File: src/rtl/wb_ppm_rx.sv
// Wishbone PPM receiver: decodes an RC pulse-position train into per-channel widths in microseconds.
// Optional WB_PPM_RX_GLITCH_FILTER_EN adds a 4-sample agreement filter after the input synchronizer.
module wb_ppm_rx #(
  parameter int clk_freq   = 50000000,
  parameter int num_ch     = 8,
  parameter int sync_us    = 3000,
  parameter int timeout_ms = 50
) (
  input  logic        clk,
  input  logic        rst,
  input  logic [31:0] wb_adr_i,
  input  logic [31:0] wb_dat_i,
  output logic [31:0] wb_dat_o,
  input  logic        wb_stb_i,
  input  logic        wb_cyc_i,
  input  logic        wb_we_i,
  input  logic [3:0]  wb_sel_i,
  output logic        wb_ack_o,
  input  logic        ppm_in,
  output logic        intr
);
  localparam int TickDiv = (clk_freq / 1000000 > 0) ? clk_freq / 1000000 : 1;
  localparam int PreW    = (TickDiv > 1) ? $clog2(TickDiv) : 1;
  localparam int IdxW    = $clog2(num_ch + 1);
  localparam int MsW     = $clog2(timeout_ms + 1);
  localparam logic [15:0] SyncThr = 16'(sync_us);

  typedef enum logic {HUNT, FRAME} state_t;

  state_t            state;
  logic [IdxW-1:0]   ch_idx;
  logic [IdxW-1:0]   count;
  logic [15:0]       shadow [num_ch];
  logic [15:0]       ch_reg [num_ch];
  logic              new_frame, frame_valid, overrun, timeout;
  logic              ctrl_enable, ctrl_irq_en, ctrl_invert;
  logic [PreW-1:0]   pre_cnt;
  logic              us_tick;
  logic [15:0]       us_cnt;
  logic [9:0]        sub_cnt;
  logic [MsW-1:0]    ms_cnt;
  logic              ms_step, is_sync;
  logic [1:0]        sync_ff;
  logic              ppm_lvl, lvl_d, rise;
  logic              bus_req, bus_wr, clr_new, clr_ovr;
  logic [3:0]        reg_sel;
  logic [31:0]       rd_data;
  logic              unused_bits;

  assign unused_bits = ^{wb_sel_i, wb_adr_i[31:6], wb_adr_i[1:0], wb_dat_i[31:4]};

  assign bus_req = wb_stb_i & wb_cyc_i & ~wb_ack_o;
  assign bus_wr  = bus_req & wb_we_i;
  assign reg_sel = wb_adr_i[5:2];
  assign clr_new = bus_wr && (reg_sel == 4'd0) && wb_dat_i[2];
  assign clr_ovr = bus_wr && (reg_sel == 4'd0) && wb_dat_i[3];

  always_comb begin
    rd_data = '0;
    if (reg_sel == 4'd0) begin
      rd_data = {20'd0, 4'(count), 4'd0, overrun, new_frame, timeout, frame_valid};
    end else if (reg_sel == 4'd1) begin
      rd_data = {29'd0, ctrl_invert, ctrl_irq_en, ctrl_enable};
    end else begin
      for (int k = 0; k < num_ch; k++) begin
        if (reg_sel == 4'(k + 2)) rd_data = {16'd0, ch_reg[k]};
      end
    end
  end

  always_ff @(posedge clk) begin
    if (rst) begin
      wb_ack_o    <= 1'b0;
      wb_dat_o    <= '0;
      ctrl_enable <= 1'b0;
      ctrl_irq_en <= 1'b0;
      ctrl_invert <= 1'b0;
    end else begin
      wb_ack_o <= bus_req;
      wb_dat_o <= bus_req ? rd_data : 32'd0;
      if (bus_wr && reg_sel == 4'd1) begin
        ctrl_enable <= wb_dat_i[0];
        ctrl_irq_en <= wb_dat_i[1];
        ctrl_invert <= wb_dat_i[2];
      end
    end
  end

  always_ff @(posedge clk) begin
    if (rst) sync_ff <= 2'b00;
    else     sync_ff <= {sync_ff[0], ppm_in};
  end

`ifdef WB_PPM_RX_GLITCH_FILTER_EN
  logic [2:0] flt_sh;
  logic       flt_lvl;

  // Level follows only after four agreeing samples: the current one plus three history bits.
  always_ff @(posedge clk) begin
    if (rst) begin
      flt_sh  <= 3'b000;
      flt_lvl <= 1'b0;
    end else begin
      flt_sh <= {flt_sh[1:0], sync_ff[1]};
      if (&{flt_sh, sync_ff[1]})       flt_lvl <= 1'b1;
      else if (~|{flt_sh, sync_ff[1]}) flt_lvl <= 1'b0;
    end
  end

  assign ppm_lvl = flt_lvl ^ ctrl_invert;
`else
  assign ppm_lvl = sync_ff[1] ^ ctrl_invert;
`endif

  // lvl_d tracks even while disabled so enabling never fabricates an edge.
  always_ff @(posedge clk) begin
    if (rst) lvl_d <= 1'b0;
    else     lvl_d <= ppm_lvl;
  end

  assign rise    = ctrl_enable & ppm_lvl & ~lvl_d;
  assign us_tick = (pre_cnt == PreW'(TickDiv - 1));
  assign is_sync = (us_cnt >= SyncThr);
  assign ms_step = ctrl_enable && us_tick && (sub_cnt == 10'd999) && (ms_cnt != MsW'(timeout_ms));

  always_ff @(posedge clk) begin
    if (rst || us_tick) pre_cnt <= '0;
    else                pre_cnt <= pre_cnt + 1'b1;
  end

  always_ff @(posedge clk) begin
    if (rst || !ctrl_enable)               us_cnt <= 16'd0;
    else if (rise)                         us_cnt <= 16'd0;
    else if (us_tick && us_cnt != 16'hFFFF) us_cnt <= us_cnt + 16'd1;
  end

  // Frame decoder and failsafe share one block; a commit is placed after the clears so it wins.
  always_ff @(posedge clk) begin
    if (rst) begin
      state       <= HUNT;
      ch_idx      <= '0;
      count       <= '0;
      new_frame   <= 1'b0;
      frame_valid <= 1'b0;
      overrun     <= 1'b0;
      timeout     <= 1'b0;
      sub_cnt     <= 10'd0;
      ms_cnt      <= '0;
      for (int k = 0; k < num_ch; k++) begin
        shadow[k] <= 16'd0;
        ch_reg[k] <= 16'd0;
      end
    end else begin
      if (clr_new) new_frame <= 1'b0;
      if (clr_ovr) overrun   <= 1'b0;
      if (ctrl_enable && us_tick) sub_cnt <= (sub_cnt == 10'd999) ? 10'd0 : sub_cnt + 10'd1;
      if (ms_step) begin
        ms_cnt <= ms_cnt + 1'b1;
        if (ms_cnt == MsW'(timeout_ms - 1)) begin
          timeout     <= 1'b1;
          frame_valid <= 1'b0;
          state       <= HUNT;
        end
      end
      if (!ctrl_enable) begin
        state <= HUNT;
      end else if (rise) begin
        case (state)
          HUNT: begin
            if (is_sync) begin
              state  <= FRAME;
              ch_idx <= '0;
            end
          end
          FRAME: begin
            if (is_sync) begin
              if (ch_idx != '0) begin
                for (int k = 0; k < num_ch; k++) begin
                  if (IdxW'(k) < ch_idx) ch_reg[k] <= shadow[k];
                end
                count       <= ch_idx;
                new_frame   <= 1'b1;
                frame_valid <= 1'b1;
              end
              timeout <= 1'b0;
              ms_cnt  <= '0;
              sub_cnt <= 10'd0;
              ch_idx  <= '0;
              state   <= FRAME;
            end else if (ch_idx < IdxW'(num_ch)) begin
              for (int k = 0; k < num_ch; k++) begin
                if (ch_idx == IdxW'(k)) shadow[k] <= us_cnt;
              end
              ch_idx <= ch_idx + 1'b1;
            end else begin
              overrun <= 1'b1;
              state   <= HUNT;
            end
          end
          default: state <= HUNT;
        endcase
      end
    end
  end

  always_ff @(posedge clk) begin
    if (rst) intr <= 1'b0;
    else     intr <= ctrl_irq_en & (new_frame | timeout);
  end
endmodule

File: config.mk
export PLATFORM = sky130hd
export DESIGN_NAME = wb_ppm_rx
export DESIGN_NICKNAME = d
export VERILOG_FILES = /design/src/rtl/wb_ppm_rx.sv
export SDC_FILE = /design/constraint.sdc
export NUM_CORES = 1
export LEC_CHECK = 0
export BUFFER_PORTS_ARGS = -buffer_cell sky130_fd_sc_hd__buf_2
export CAP_MARGIN = 20
export CORE_MARGIN = 5
export CORE_UTILIZATION = 40
export CTS_BUF_LIST = sky130_fd_sc_hd__clkbuf_8
export DETAILED_ROUTE_END_ITERATION = 10
export SYNTH_ARGS = -nofsm -noshare
export SYNTH_HDL_FRONTEND = slang
export SYNTH_SLANG_ARGS = --single-unit
File: constraint.sdc
create_clock -name clk -period 4.2 [get_ports clk]
set_clock_uncertainty 0.15 [all_clocks]
set_input_delay 0.21 -clock clk [delete_from_list [all_inputs] [get_ports clk]]
set_output_delay 0.21 -clock clk [all_outputs]
set_load 0.01 [all_outputs]
==> results.md <==
Worst setup path:
- The critical path launch point is ch_idx[0].
- In this run the critical register-to-register path is launched from ch_idx[0].
- The maximum single-stage delay on the critical path is 0.76 ns.
- The signal on the critical path passes through inv_1 -> ha_1 -> inv_1 -> nor3_1 -> nand2_1 -> nand2_1.
- Counting cells, the worst reg-to-reg path comes to 6.
- The start-to-end type of the worst setup path is flop to flop.
- The data arrival at the endpoint of the critical path is 3.48 ns.
- The startpoint class of the critical path is a flop.
- The slowest library cell on the worst path is sky130_fd_sc_hd__nand2_1.
- The largest fanout on the critical path is 16.
- The kind of cell adding the most delay to the critical path is simple AND/OR/NAND/NOR gates.
- The worst endpoint required time is 4.24 ns.
- The combined buffer and inverter count along the critical path is 2.
- The endpoint identified for the worst register-to-register timing path is shadow[0][0].
- The endpoint class of the critical path is a flop.
- Across all register-to-register paths, the minimum setup slack is 0.75 ns.

Global routing:
- The number of global-route vias before repair came to 8449.
- The initial antenna violation count was 0.
- For this run the aggregate overflow at the end of global routing stands at 0.
- The first global-routing pass estimated 47600 microns of wire.
- For this run, the total global-route usage over all layers was measured as 15.9%.
- Entering global routing, the biggest net connects 53 pins.

Floorplan:
- For this design the top-level I/O count stands at 108.
- The die outline area is 0.0384 sq mm.
- The row count is 68.
- The width of the die is 196 microns.
- The floorplan step set the die height to 196 microns.
- For this configuration, the core starts out at a cell density of 40.3%.
- The core outline area is 0.0344 sq mm.

STA:
- Across all setup checks in the final design, the least slack found is 0.753 ns.
- The number of endpoints failing setup at the final stage is 0.
- Counting I/O delays and the setup requirement, the final critical path takes 3.45 ns.
- The part of the cycle the worst path needs is 82.1%.
- The count of pins over their slew limit is 0.
- The peak clock frequency supported by timing is 290 MHz.
- In the final timing run, aggregate negative setup slack is 0 ns.
- Measured against its own limit, the worst slew margin works out to 35.2%.
- Setup repair after global routing left no endpoint under its margin.
- For the pin with the worst max-slew slack, the measured transition is 0.965 ns.
- The number of hold violations in the final report is 0.

Placed design:
- The congestion estimate from routability-driven global placement came to 0.872.
- In this run the tool buffered the top-level ports with 31 buffer cells.
- Prior to clock tree synthesis, the placed netlist has a worst setup slack of 0.705 ns.
- After detailed placement, the design holds a cell count of 1571.
- Detailed placement ended at an HPWL of 20200 microns.

Min path:
- The hold path startpoint is wb_stb_i.
- The worst min-delay path class is input port to flop.
- The hold-critical path depth is 5.
- The end point of the most critical hold path is ctrl_invert.

Pwr:
- In this run the static leakage power is 5.67 nW.
- The overall power of the completed layout is 0.00653 W.
- IR analysis of the VDD net gives a maximum drop of 0.202 mV.
- Dividing total power by cell area gives a power density of 418 mW/mm^2.

Finish:
- The filler-free cell count of the finished design is 1688.
- After the last flow step, the layout net total stands at 1273.
- From synthesis to final layout, the design area changed by 12.8%.
- The repair_antennas step left the layout with diodes totalling 0.
- Of the cells placed in the final design, the portion with a size suffix greater than 1 is 12.7%.

Detailed routing:
- In the routed layout, each cell is associated on average with a via count of 5.08.
- The routed design has 30700 microns of wire.
- The count of nets left with antenna violations once routing finished came out at 0.
- The vias after detailed routing is 8571.
- In this run, the number of DRC markers left after iteration 0 of detailed routing was 791.
- In the final routed layout, each cell accounts on average for 18.2 microns.
- The number of search-and-repair iterations in the first detailed-routing pass is 5.
- In the routed design, unresolved DRC markers number 0.

Clocking:
- The maximum level of the CTS H-tree is 2.
- The number of buffers inserted to repair setup after CTS is 0.
- TritonCTS built the clock tree.
- The post-cts hold buffer count is 14.
- The root buffer selected by CTS is sky130_fd_sc_hd__clkbuf_8.
- The longest clock path from root to sink contains 3 buffers.
- After clock tree synthesis, the clock-pin slew on the worst setup and hold paths is 0.06 ns.
- The post-cts repair resize count is 0.
- The number of clock buffers added by TritonCTS is 55.
- For the worst-skew pair, the clock arrives at the later sink with an insertion delay of 0.58 ns.
- The clock net in this run drives a total of 331 sinks.

Run status:
- The flow ran to the end, and the final reports show no timing, DRC or antenna violations.

Synthesis:
- The per-instance average area after synthesis is 12.6 sq um.
- The synthesized design contains 331 register bits.
- The total number of yosys warnings is 0.
- The portion of the post-synthesis area used by sequential elements is 66.4%.
- The post-synth design cell area is 0.0138 sq mm.
- The synthesized netlist contains 71 unique library cells.
- Synthesis produced a netlist whose cell count is 1101.
- The number of enable-type register cells in the synthesized netlist is 256.
- After synthesis, the share of flip-flops with an asynchronous set or reset is 0%.
- In the synthesized netlist the dominant register cell turns out to be sky130_fd_sc_hd__edfxtp_1.

Job:
- The count of max-cap constraint violations is 0.
## layer usage
| metal | share of wire, % | routed length, microns | vias up | global-route usage (%) |
|---|---|---|---|---|
| li1 | - | - | 4087 | - |
| met1 | 45 | 13800 | 4141 | 22.3 |
| met4 | 2.8 | 872 | 0 | 5.72 |
| met2 | 45 | 13900 | 287 | 24.5 |
| met5 | 0 | 0 | - | 0 |
| met3 | 7.2 | 2220 | 56 | 3.43 |
## tightest hold or removal path, stage by stage
cell and delay, ns:
sky130_fd_sc_hd__buf_2 0.10, sky130_fd_sc_hd__nand4b_1 0.15, sky130_fd_sc_hd__or4_1 0.24, sky130_fd_sc_hd__mux2i_1 0.10
sky130_fd_sc_hd__nor2_1 0.08
## synthesized netlist by cell type (3+ instances only)
| cell type | number | share of area, % |
|---|---|---|
| sky130_fd_sc_hd__ha_1 | 12 | 1.1 |
| sky130_fd_sc_hd__nor2b_1 | 45 | 2.0 |
| sky130_fd_sc_hd__xnor2_1 | 16 | 1.0 |
| sky130_fd_sc_hd__a211oi_1 | 3 | 0.16 |
| sky130_fd_sc_hd__nand4_1 | 9 | 0.41 |
| sky130_fd_sc_hd__buf_2 | 8 | 0.29 |
| sky130_fd_sc_hd__a22oi_1 | 6 | 0.33 |
| sky130_fd_sc_hd__a211o_1 | 10 | 0.63 |
| sky130_fd_sc_hd__a21o_1 | 10 | 0.54 |
| sky130_fd_sc_hd__dfxtp_1 | 75 | 11 |
| sky130_fd_sc_hd__mux2_2 | 22 | 1.8 |
| sky130_fd_sc_hd__clkbuf_1 | 34 | 0.92 |
| sky130_fd_sc_hd__clkbuf_2 | 5 | 0.18 |
| sky130_fd_sc_hd__o21ai_0 | 26 | 0.94 |
| sky130_fd_sc_hd__o2111a_1 | 3 | 0.24 |
| sky130_fd_sc_hd__nor2_1 | 126 | 3.4 |
| sky130_fd_sc_hd__buf_1 | 6 | 0.16 |
| sky130_fd_sc_hd__and2_1 | 102 | 4.6 |
| sky130_fd_sc_hd__nor4_1 | 9 | 0.41 |
| sky130_fd_sc_hd__o2bb2ai_1 | 4 | 0.25 |
| sky130_fd_sc_hd__a21oi_1 | 43 | 1.6 |
| sky130_fd_sc_hd__nand3_1 | 22 | 0.80 |
| sky130_fd_sc_hd__a221oi_1 | 3 | 0.19 |
| sky130_fd_sc_hd__nand2b_1 | 3 | 0.14 |
| sky130_fd_sc_hd__nor3_1 | 19 | 0.69 |
| sky130_fd_sc_hd__mux2i_1 | 16 | 1.2 |
| sky130_fd_sc_hd__a222oi_1 | 12 | 0.87 |
| sky130_fd_sc_hd__nand2_1 | 74 | 2.0 |
| sky130_fd_sc_hd__xor2_1 | 10 | 0.63 |
| sky130_fd_sc_hd__a31oi_1 | 3 | 0.14 |
| sky130_fd_sc_hd__buf_4 | 16 | 0.87 |
| sky130_fd_sc_hd__inv_1 | 27 | 0.73 |
| sky130_fd_sc_hd__o22ai_1 | 9 | 0.41 |
| sky130_fd_sc_hd__edfxtp_1 | 256 | 56 |
| sky130_fd_sc_hd__nor3b_1 | 4 | 0.22 |
| sky130_fd_sc_hd__and3_1 | 8 | 0.36 |
| sky130_fd_sc_hd__nor3_4 | 5 | 0.59 |
| sky130_fd_sc_hd__or3_1 | 3 | 0.14 |
## cell usage in the layout, fill, tap and decap left out, types with 6 or more instances in the layout
| cell | netlist | final |
|---|---|---|
| sky130_fd_sc_hd__nand3_1 | 22 | 22 |
| sky130_fd_sc_hd__edfxtp_1 | 256 | 256 |
| sky130_fd_sc_hd__nand4_1 | 9 | 9 |
| sky130_fd_sc_hd__dlygate4sd3_1 | 0 | 14 |
| sky130_fd_sc_hd__a22oi_1 | 6 | 6 |
| sky130_fd_sc_hd__xnor2_1 | 16 | 16 |
| sky130_fd_sc_hd__o21ai_1 | 0 | 6 |
| sky130_fd_sc_hd__nor2b_1 | 45 | 45 |
| sky130_fd_sc_hd__nor4_1 | 9 | 9 |
| sky130_fd_sc_hd__a21oi_1 | 43 | 43 |
| sky130_fd_sc_hd__nor3_1 | 19 | 19 |
| sky130_fd_sc_hd__a211o_1 | 10 | 10 |
| sky130_fd_sc_hd__buf_4 | 16 | 15 |
| sky130_fd_sc_hd__and2_1 | 102 | 102 |
| sky130_fd_sc_hd__dfxtp_1 | 75 | 75 |
| sky130_fd_sc_hd__o21ai_0 | 26 | 20 |
| sky130_fd_sc_hd__nor2_1 | 126 | 126 |
| sky130_fd_sc_hd__clkinv_2 | 0 | 10 |
| sky130_fd_sc_hd__buf_2 | 8 | 31 |
| sky130_fd_sc_hd__and3_1 | 8 | 8 |
| sky130_fd_sc_hd__clkbuf_8 | 0 | 57 |
| sky130_fd_sc_hd__ha_1 | 12 | 12 |
| sky130_fd_sc_hd__clkinv_1 | 0 | 16 |
| sky130_fd_sc_hd__xor2_1 | 10 | 10 |
| sky130_fd_sc_hd__mux2i_1 | 16 | 16 |
| sky130_fd_sc_hd__conb_1 | 1 | 40 |
| sky130_fd_sc_hd__o22ai_1 | 9 | 9 |
| sky130_fd_sc_hd__inv_1 | 27 | 43 |
| sky130_fd_sc_hd__a222oi_1 | 12 | 12 |
| sky130_fd_sc_hd__a21o_1 | 10 | 10 |
| sky130_fd_sc_hd__nand2_1 | 74 | 74 |
| sky130_fd_sc_hd__mux2_2 | 22 | 22 |
## worst max path at each step
stage                    endpoint  depth (start not counted)
global route         shadow[0][0]                          6
CTS                  shadow[0][0]                          6
floorplan           ch_reg[0][32]                          5
detailed placement  shadow[0][13]                          6
finish               shadow[0][0]                          6
global placement    shadow[0][12]                          6
## layout make-up
type | instances | area, sq um
fillers | 3179 | 18800
inverters | 28 | 105
repair buffers | 60 | 408
multi-input cells | 711 | 4360
clock buffers | 57 | 785
clock inverters | 46 | 210
well taps | 455 | 569
flip-flops and latches | 331 | 9190
## per-stage QoR
step | cell area (sq um) | hold slack, ns | utilization (%)
after floorplan | 14000 | 0.188 | -
after global placement | 14500 | 0.285 | 42.1
after detailed placement | 14500 | 0.288 | 42.1
after CTS | 15600 | 0.125 | 45.4
after global routing | 15600 | 0.194 | 45.4
final | 15600 | 0.191 | 45.4
## where the power goes
group / internal [W] / leakage (nW) / switching [W] / total (W)
sequential: 0.00366 / 3.08 / 0.0000334 / 0.00369
clock: 0.00127 / 0.571 / 0.00128 / 0.00255
combinational: 0.0000905 / 2.02 / 0.000199 / 0.000289
total: 0.00502 / 5.67 / 0.00151 / 0.00653
## cell families after synthesis
group	synth area share, %
simple gates	17.1
flops	66.4
compound gates	7.45
buf+inv	3.26
mux	3.11
xor+xnor	1.64
fa+ha+maj	1.08
other cells	0.0271
No activity file was read; power rests on OpenSTA's default activity.
